### config.mk
export PLATFORM = sky130hd
export DESIGN_NAME = mont_precomp
export DESIGN_NICKNAME = d
export VERILOG_FILES = /design/src/rtl/mont_precomp.sv
export SDC_FILE = /design/constraint.sdc
export NUM_CORES = 1
export LEC_CHECK = 0
export ABC_CLOCK_PERIOD_IN_PS = 3200
export CELL_PAD_IN_SITES_DETAIL_PLACEMENT = 0
export CELL_PAD_IN_SITES_GLOBAL_PLACEMENT = 1
export CORE_MARGIN = 4
export CORE_UTILIZATION = 38
export CTS_BUF_LIST = sky130_fd_sc_hd__clkbuf_8 sky130_fd_sc_hd__clkbuf_16
export CTS_CLUSTER_DIAMETER = 120
export DETAILED_ROUTE_END_ITERATION = 8
export GPL_TIMING_DRIVEN = 0
export PLACE_DENSITY_LB_ADDON = 0.2
export SYNTH_ARGS = -nofsm -noshare
export SYNTH_HDL_FRONTEND = slang
export SYNTH_SLANG_ARGS = --single-unit
### constraint.sdc
create_clock -name clk -period 3.2 [get_ports clk]
set_input_delay 0.64 -clock clk [delete_from_list [all_inputs] [get_ports clk]]
set_output_delay 0.64 -clock clk [all_outputs]
set_load 0.005 [all_outputs]
### src/rtl/mont_precomp.sv
// ----------------------------------------------------------------------------
// mont_precomp
//   Setup stage for mod_exp. For an odd modulus N and bit length len
//   (R = 2^len) it produces the Montgomery constants R mod N and R^2 mod N.
//   Starting from acc = 1, it performs one modular doubling per clock.
//   After len doublings acc holds R mod N. After 2*len doublings acc holds
//   R^2 mod N. Results are registered and held until the next accepted start.
//
// Ports
//   clk        in   1      clock, rising edge
//   rstn       in   1      synchronous active-low reset
//   pc_start   in   1      start request, only looked at while idle
//   len        in   LEN_W  modulus bit length, R = 2^len
//   modulus    in   WIDTH  modulus N
//   pc_r_mod   out  WIDTH  R mod N
//   pc_r2_mod  out  WIDTH  R^2 mod N
//   pc_busy    out  1      high from accept through DONE
//   pc_end     out  1      one-cycle completion pulse (success or error)
//   pc_err     out  1      invalid-input flag, valid with pc_end, held until next accept
// ----------------------------------------------------------------------------
module mont_precomp #(
  parameter int WIDTH = 32,
  parameter int LEN_W = 8
) (
  input  logic             clk,
  input  logic             rstn,
  input  logic             pc_start,
  input  logic [LEN_W-1:0] len,
  input  logic [WIDTH-1:0] modulus,
  output logic [WIDTH-1:0] pc_r_mod,
  output logic [WIDTH-1:0] pc_r2_mod,
  output logic             pc_busy,
  output logic             pc_end,
  output logic             pc_err
);

  typedef enum logic [1:0] {
    S_IDLE  = 2'd0,
    S_CHECK = 2'd1,
    S_RUN   = 2'd2,
    S_DONE  = 2'd3
  } state_t;

  localparam logic [LEN_W-1:0] LEN_MAX = LEN_W'(WIDTH);

  state_t             r_state;
  logic [LEN_W-1:0]   r_len;
  logic [WIDTH-1:0]   r_mod;
  logic [WIDTH-1:0]   r_acc;
  logic [LEN_W:0]     r_cnt;
  logic               r_err;
  logic [WIDTH-1:0]   r_r_mod;
  logic [WIDTH-1:0]   r_r2_mod;
  logic               r_busy;
  logic               r_end;
  logic               r_pc_err;

  logic [WIDTH-1:0]   w_acc_nxt;
  logic [WIDTH:0]     w_pow;
  logic               w_in_err;
  logic [LEN_W:0]     w_last_r;
  logic [LEN_W:0]     w_last_r2;

  // 2*acc mod N. The doubled value is kept at WIDTH+1 bits so that the
  // compare stays correct when N fills all WIDTH bits. Because acc < N,
  // a single conditional subtraction is enough.
  function automatic logic [WIDTH-1:0] mod_double(input logic [WIDTH-1:0] acc,
                                                  input logic [WIDTH-1:0] n);
    logic [WIDTH:0] t;
    logic [WIDTH:0] d;
    t = {acc, 1'b0};
    if (t >= {1'b0, n}) begin
      d = t - {1'b0, n};
    end else begin
      d = t;
    end
    return d[WIDTH-1:0];
  endfunction

  // Next accumulator value, input validity check and counter end points.
  always_comb begin
    w_acc_nxt = mod_double(r_acc, r_mod);
    // 2^len at WIDTH+1 bits so that len == WIDTH is still representable.
    // An out-of-range len is flagged separately, so a shifted-out result
    // does not matter.
    w_pow     = {{WIDTH{1'b0}}, 1'b1} << r_len;
    w_in_err  = (r_mod[0] == 1'b0)
              | (r_mod < {{(WIDTH-2){1'b0}}, 2'b11})
              | (r_len == {LEN_W{1'b0}})
              | (r_len > LEN_MAX)
              | ({1'b0, r_mod} >= w_pow);
    w_last_r  = {1'b0, r_len} - {{LEN_W{1'b0}}, 1'b1};
    w_last_r2 = {r_len, 1'b0} - {{LEN_W{1'b0}}, 1'b1};
  end

  // Control FSM, datapath registers and registered outputs.
  always_ff @(posedge clk) begin
    if (!rstn) begin
      r_state  <= S_IDLE;
      r_len    <= {LEN_W{1'b0}};
      r_mod    <= {WIDTH{1'b0}};
      r_acc    <= {WIDTH{1'b0}};
      r_cnt    <= {(LEN_W+1){1'b0}};
      r_err    <= 1'b0;
      r_r_mod  <= {WIDTH{1'b0}};
      r_r2_mod <= {WIDTH{1'b0}};
      r_busy   <= 1'b0;
      r_end    <= 1'b0;
      r_pc_err <= 1'b0;
    end else begin
      r_end <= 1'b0;
      case (r_state)
        S_IDLE: begin
          if (pc_start) begin
            r_len    <= len;
            r_mod    <= modulus;
            r_r_mod  <= {WIDTH{1'b0}};
            r_r2_mod <= {WIDTH{1'b0}};
            r_pc_err <= 1'b0;
            r_busy   <= 1'b1;
            r_state  <= S_CHECK;
          end
        end
        S_CHECK: begin
          if (w_in_err) begin
            r_err   <= 1'b1;
            r_state <= S_DONE;
          end else begin
            r_err   <= 1'b0;
            r_acc   <= {{(WIDTH-1){1'b0}}, 1'b1};
            r_cnt   <= {(LEN_W+1){1'b0}};
            r_state <= S_RUN;
          end
        end
        S_RUN: begin
          r_acc <= w_acc_nxt;
          // After len doublings acc holds R mod N.
          if (r_cnt == w_last_r) begin
            r_r_mod <= w_acc_nxt;
          end
          // After 2*len doublings acc holds R^2 mod N.
          if (r_cnt == w_last_r2) begin
            r_r2_mod <= w_acc_nxt;
            r_state  <= S_DONE;
          end else begin
            r_cnt <= r_cnt + {{LEN_W{1'b0}}, 1'b1};
          end
        end
        S_DONE: begin
          r_end    <= 1'b1;
          r_pc_err <= r_err;
          r_busy   <= 1'b0;
          r_state  <= S_IDLE;
        end
        default: begin
          r_busy  <= 1'b0;
          r_state <= S_IDLE;
        end
      endcase
    end
  end

  assign pc_r_mod  = r_r_mod;
  assign pc_r2_mod = r_r2_mod;
  assign pc_busy   = r_busy;
  assign pc_end    = r_end;
  assign pc_err    = r_pc_err;

endmodule

==> impl_metrics.ini, run 1 <==
[timing]
fin_ws_ps = -58.1
skew_ps = 16.7
timing.fmax_ghz = 0.307
rsz0062_at_grt = true
final_hold_viol_count = 0
maxSlewViolCount = 0
finalCriticalPeriod_ps = 3260
worst_pin_slew_ps = 811
relSlewSlack_pct = 45.7
setup_viol = 15
post-route-period-util_pct = 102

[power_and_ir_drop]
powerDensity_nw_per_um2 = 679
p_clk_share_pct = 21.9
leakagePower_nw = 5.36
switching_share_pct = 46.4
irDropWorstVdd_mv = 0.345
power.share.combinational_pct = 54.6
switching_power_w = 0.00434
intPower_w = 0.00502
p_seq_share_pct = 23.5

[synthesis]
syn_nets = 1474
synth_edf_count = 0
synth_xor_area_share_pct = 3.67
muxShareOfSynthArea_pct = 0.503
synth_top_family_by_area = simple AND/OR/NAND/NOR gates
async_flop_share_pct = 0
synth_warnings = 0
ys_ff_latch = 151
syn_inst = 1358
syn_area_um2 = 10200
synth-seq-area-share_pct = 29.6
synth.avg_cell_area_um2 = 7.51
synth.distinct_cells = 74
synth-simple-area-share_pct = 29.7
synth_compound_area_share_pct = 21.4
synth_fa_ha_area_share_pct = 9.03
synth-main-ff-cell = dfxtp_1

[finish]
fin_cells = 1876
multiInputGateArea_um2 = 7410
post-route-cell-area_um2 = 13800
drive_gt1_share_pct = 17.9
syn_to_final_growth_pct = 35.0
regArea_um2 = 3040
n_antenna_cell = 0
nFillCells = 2500
fin_nets = 1644

[cts]
cts_tree = built
root_buffer = clkbuf_16
clkSlewWorstSetupHoldPaths_ps = 70
cts.sinks = 151
cts_made_buffers = 17
clock_latency_ps = 440
cts_buffer_depth = 2
h-tree-depth = 4

[critical_path]
critPathMaxFanout = 7
critPathCaptureType = flip-flop
crit_required_ps = 3530
critPathArrivalTime_ps = 3590
worstSetupPathType = flip-flop to flip-flop
start_kind = flip-flop

[detailed_routing]
wl_mm = 39.8
vias = 11300
drtIter0Drc = 1063
routed_via_density = 6.01
drt_first_pass_iters = 6
wl_per_cell_um = 21.2
ant_nets = 0
drc = 0

[die]
rows = 59
fp.dieH_um = 172
die-area_um2 = 29500
core_um2 = 26200
die_w_um = 172
pin_count = 110
start_util_pct = 38.9

[run_status]
outcome = complete, but fails checks
violations = negative setup slack

[global_routing]
grt_pass1_wl_mm = 59.5
antenna_found_initial = 0
grt_pass1_vias = 10400
grt_use_total_pct = 25.9
grt-ovfl-total = 0
grt_max_degree = 17

[place]
placed_area_um2 = 11700
post-place-cells = 1801
place.gp.congestion = 0.920
dp_hpwl_mm = 29.7
port_buffers = 108
dp_slack_ps = -1320

[min_path]
hp-class = flip-flop to flip-flop

[flow_run]
cap_violations = 0
-- worst max-delay path, stage by stage, from the launching register on --
cell,delay [ps]
dfxtp_4,420
clkinvlp_4,160
nor3_4,230
buf_6,150
nand2_1,60
ha_1,280
nand4_1,190
nor4_4,370
o211ai_1,190
o22ai_4,220
o21a_4,210
nor3b_4,60
buf_8,150
buf_8,140
buf_12,120
a22o_1,180
-- power groups by stage --
stage	sequential [W]	clock [W]	combinational, W
finish	0.00220	0.00205	0.00511
global route	0.00221	0.00214	0.00549
CTS	0.00218	0.00206	0.00452
detailed placement	0.00220	0	0.00396
global placement	0.00219	0	0.00395
floorplan	0.00212	0	0.00273
-- cell usage after synthesis, types with 12 or more instances --
master      n  share of area [%]
a21o_1     13               0.96
and2_1     17                1.0
nor2_1     43                1.6
nand2b_1   12               0.74
a41oi_1    13                1.1
dfxtp_1   151                 30
a211oi_1   19                1.4
o211ai_1   14                1.0
a21oi_1    93                4.6
ha_1       72                8.8
nand4_1   105                6.4
o21a_1     13               0.96
clkbuf_1   75                2.8
o21ai_0    70                3.4
inv_1      56                2.1
a22o_1     14                1.2
xor2_1     17                1.5
nand2_1   229                8.4
nand3_1    75                3.7
buf_2      12               0.59
nor3_1     43                2.1
xnor2_1    18                1.5
nor4_1     18                1.1
-- sequential cells by signal, summed over array words and instances, names as in the netlist --
| register | cells |
|---|---|
| r_err | 1 |
| r_state | 2 |
| pc_err | 1 |
| pc_r_mod | 32 |
| r_acc | 32 |
| pc_r2_mod | 32 |
| r_len | 8 |
| r_mod | 32 |
| pc_busy | 1 |
| pc_end | 1 |
| r_cnt | 9 |
-- path summary, 6_finish.rpt --
| kind | cells after the start | slack, ps | from | to |
|---|---|---|---|---|
| max | 15 | -60 | r_len[0] | r_acc[2] |
| min reg2reg | 2 | 450 | pc_r2_mod[13] | pc_r2_mod[13] |
| min | 2 | 450 | pc_r2_mod[13] | pc_r2_mod[13] |
| max reg2reg | 15 | -60 | r_len[0] | r_acc[2] |
-- layout by cell type, fill, tap and decap left out, types with 15 or more instances in the layout --
| cell | synthesis | final |
|---|---|---|
| clkbuf_1 | 75 | 33 |
| xnor2_1 | 18 | 18 |
| nand3_1 | 75 | 71 |
| clkbuf_16 | 0 | 19 |
| o21ai_0 | 70 | 54 |
| nor3_1 | 43 | 21 |
| nand4_1 | 105 | 105 |
| xor2_1 | 17 | 15 |
| buf_4 | 1 | 48 |
| clkdlybuf4s50_1 | 0 | 108 |
| dfxtp_1 | 151 | 142 |
| a211oi_1 | 19 | 17 |
| nand2_1 | 229 | 225 |
| ha_1 | 72 | 58 |
| clkbuf_2 | 0 | 21 |
| inv_1 | 56 | 55 |
| a21oi_1 | 93 | 83 |
| nor2_1 | 43 | 35 |
-- cells by family after synthesis --
family                   count (synthesis)
XOR/XNOR                                38
flip-flops                             151
AO/OA/AOI/OAI                          330
buffers and inverters                  154
adder cells (fa/ha/maj)                 73
multiplexers                             5
AND/OR/NAND/NOR                        607
-- area by class of cell --
cell class                 count  share of cell area (%)
inverter                      56                    1.58
timing repair buffer         163                    11.6
multi-input combinational   1054                    53.8
sequential                   151                    22.1
clock inverter                13                   0.899
clock buffer                  19                    3.29
buffer                        85                    3.74
tap                          335                    3.04
-- layer usage --
metal  share of wire, %  vias to the layer above  routed length [µm]  global-route usage, %
met5               0.19                        -                  76                   2.01
met4                3.3                        2                1330                   9.77
met3                5.4                       88                2170                   4.00
met2                 48                      427               19000                   43.1
met1                 43                     5405               17200                   33.8
li1                   -                     5349                   -                      -
-- repair_timing --
item	CTS	global route
gates resized for setup	156	129
hold buffers	0	0
buffers inserted	23	29
cloned	1	4
endpoints found under the setup margin	107	104
pin swaps	23	61
-- metrics by stage --
step / utilization (%) / hold slack [ps] / total power (W) / TNS (ps)
floorplan: - / 441 / 0.00485 / 0
CTS: 49.8 / 456 / 0.00876 / -22.7
global placement: 44.7 / 437 / 0.00614 / -72840
global route: 52.6 / 481 / 0.00984 / -4930
finish: 52.6 / 453 / 0.00936 / -277
detailed placement: 44.7 / 441 / 0.00616 / -75930
Power figures use the tool's default switching activity.
==> run 2: changes to the inputs <==
MAX_ROUTING_LAYER = met4   (was default)
==> run 2 against run 1 <==
  * The flow still finishes with violations (negative setup slack)
  * Global-route usage grew 0.84 points
  * Clock power fell by 4%
  * Highest routed layer is now met4
  * Largest power group unchanged
  * Register-to-register slack got worse by 60 ps
  * Count of clock-buffer cells in the layout decreased by 1
  * Critical endpoint is now r_acc[20]
  * Critical path type unchanged
==> impl_metrics.ini, run 2 (synthesis gave the netlist of run 1 again) <==
[place]
port_buffers = 108
dp_slack_ps = -1330
place.gp.congestion = 0.923
dp_hpwl_mm = 29.8

[global_routing]
grt-ovfl-total = 0
grt_max_degree = 17
grt_pass1_wl_mm = 59.6
antenna_found_initial = 0
grt_use_total_pct = 26.7
grt_pass1_vias = 10400

[timing]
finalHoldWorstSlack_ps = 455
skew_ps = 14.1
worst_pin_slew_ps = 848
post-route-period-util_pct = 104
maxSlewViolCount = 0
rsz0062_at_grt = true
fin_ws_ps = -117
setup_viol = 31
finalCriticalPeriod_ps = 3320
timing.fmax_ghz = 0.301
final_hold_viol_count = 0
relSlewSlack_pct = 43.3

[finish]
final_cell_mix = nand2_1 (221), dfxtp_1 (140), clkdlybuf4s50_1 (108)
syn_to_final_growth_pct = 36.6
n_antenna_cell = 0
nFillCells = 2533
final_common_cell = nand2_1
fin_nets = 1648
drive_gt1_share_pct = 18.8

[run_status]
violations = negative setup slack
outcome = complete, but fails checks

[power_and_ir_drop]
switching_share_pct = 46.6
leakagePower_nw = 5.43
powerDensity_nw_per_um2 = 669
switching_power_w = 0.00435
p_seq_share_pct = 23.6
irDropWorstVdd_mv = 0.392
intPower_w = 0.00497
p_clk_share_pct = 21.0
power.share.combinational_pct = 55.4

[die]
die_w_um = 172
pin_count = 110
rows = 59
fp.dieH_um = 172
start_util_pct = 38.9
core_um2 = 26200
die-area_um2 = 29500

[cts]
h-tree-depth = 4
root_buffer = clkbuf_16
cts.sinks = 151
cts_made_buffers = 17
cts_buffer_depth = 2
clkSlewWorstSetupHoldPaths_ps = 70
clock_latency_ps = 440
cts_tree = built

[detailed_routing]
drt_first_pass_iters = 5
drc = 0
wl_per_cell_um = 21.2
wl_mm = 39.8
drtIter0Drc = 857
ant_nets = 0
routed_via_density = 5.92
vias = 11100

[critical_path]
crit_required_ps = 3570
cpPeakStageDelay_ps = 400
path_buf_inv = 4
worstSetupPathType = flip-flop to flip-flop
r2r_slack_ps = -120
crit_chain = clkinvlp_4, buf_6, nor3_4, and2_4, nand3_4, ha_4, o21ai_2, nor2_2, a2111oi_4, o22ai_4, o21a_4, nor3b_4, buf_8, clkbuf_16, nand4_1, nand3_1
critPathCaptureType = flip-flop
critPathArrivalTime_ps = 3690
crit_family = simple AND/OR/NAND/NOR gates
cp_slowest_cell = dfxtp_4
start_kind = flip-flop
critPathMaxFanout = 7

[flow_run]
cap_violations = 0

[min_path]
hp-class = flip-flop to flip-flop
run 2: path summary, 6_finish.rpt:
path / from / endpoint / cells after the start
setup / recovery: r_len[1] / r_acc[20] / 16
hold / removal: pc_r_mod[9] / pc_r_mod[9] / 2
setup reg to reg: r_len[1] / r_acc[20] / 16
hold reg to reg: pc_r_mod[9] / pc_r_mod[9] / 2
run 2: repair_timing:
| item | CTS | global route |
|---|---|---|
| cloned | 0 | 3 |
| hold buffers | 0 | 0 |
| resized for setup | 162 | 153 |
| pin swaps | 28 | 76 |
| endpoints found under the setup margin | 107 | 106 |
| setup buffers | 24 | 35 |
run 2: tightest hold or removal path, delay by kind of cell, from the launching register on:
family          cells  cell delay, ps
compound gates      1              50
flops               1             330
simple gates        1              40
run 2: power by group through the flow:
stage	clock (W)	combinational (W)	sequential (W)
6_report	0.00196	0.00516	0.00220
5_1_grt	0.00206	0.00554	0.00221
4_1_cts	0.00199	0.00456	0.00218
3_5_place_dp	0	0.00396	0.00220
3_3_place_gp	0	0.00395	0.00220
2_1_floorplan	0	0.00273	0.00212
run 2: per-stage QoR:
| step | TNS, ps | cells | utilization [%] | instance area (µm²) | total power [W] |
|---|---|---|---|---|---|
| detailed placement | -74800 | 1801 | 44.7 | 11700 | 0.00616 |
| global placement | -73060 | 1801 | 44.7 | 11700 | 0.00615 |
| finish | -2310 | 1880 | 53.2 | 13900 | 0.00932 |
| CTS | -926 | 1851 | 50.0 | 13100 | 0.00873 |
| floorplan | 0 | 1358 | - | 10200 | 0.00485 |
| global route | -6400 | 1880 | 53.2 | 13900 | 0.00982 |
run 2: final cells by class:
cell class | instances | area (µm²) | share of cell area [%]
Clock inverter | 14 | 115 | 0.826
Tap cell | 335 | 419 | 3.01
Sequential cell | 151 | 3040 | 21.8
Timing Repair Buffer | 169 | 1670 | 11.9
Buffer | 84 | 546 | 3.91
Inverter | 56 | 218 | 1.56
Clock buffer | 18 | 439 | 3.15
Multi-Input combinational cell | 1053 | 7500 | 53.8
run 2: metal layers:
| metal | global-route usage, % | part of all wire [%] | vias up |
|---|---|---|---|
| li1 | - | - | 5363 |
| met1 | 34.7 | 44 | 5319 |
| met2 | 43.1 | 48 | 361 |
| met3 | 3.40 | 4.8 | 81 |
| met4 | 9.26 | 3.3 | 0 |
| met5 | - | 0 | - |
==> run 3: changes to the inputs <==
HOLD_SLACK_MARGIN = 0.02   (was default)
==> results of run 3 <==
Same layout as run 2: the final DEF is identical, and so are final timing and power.
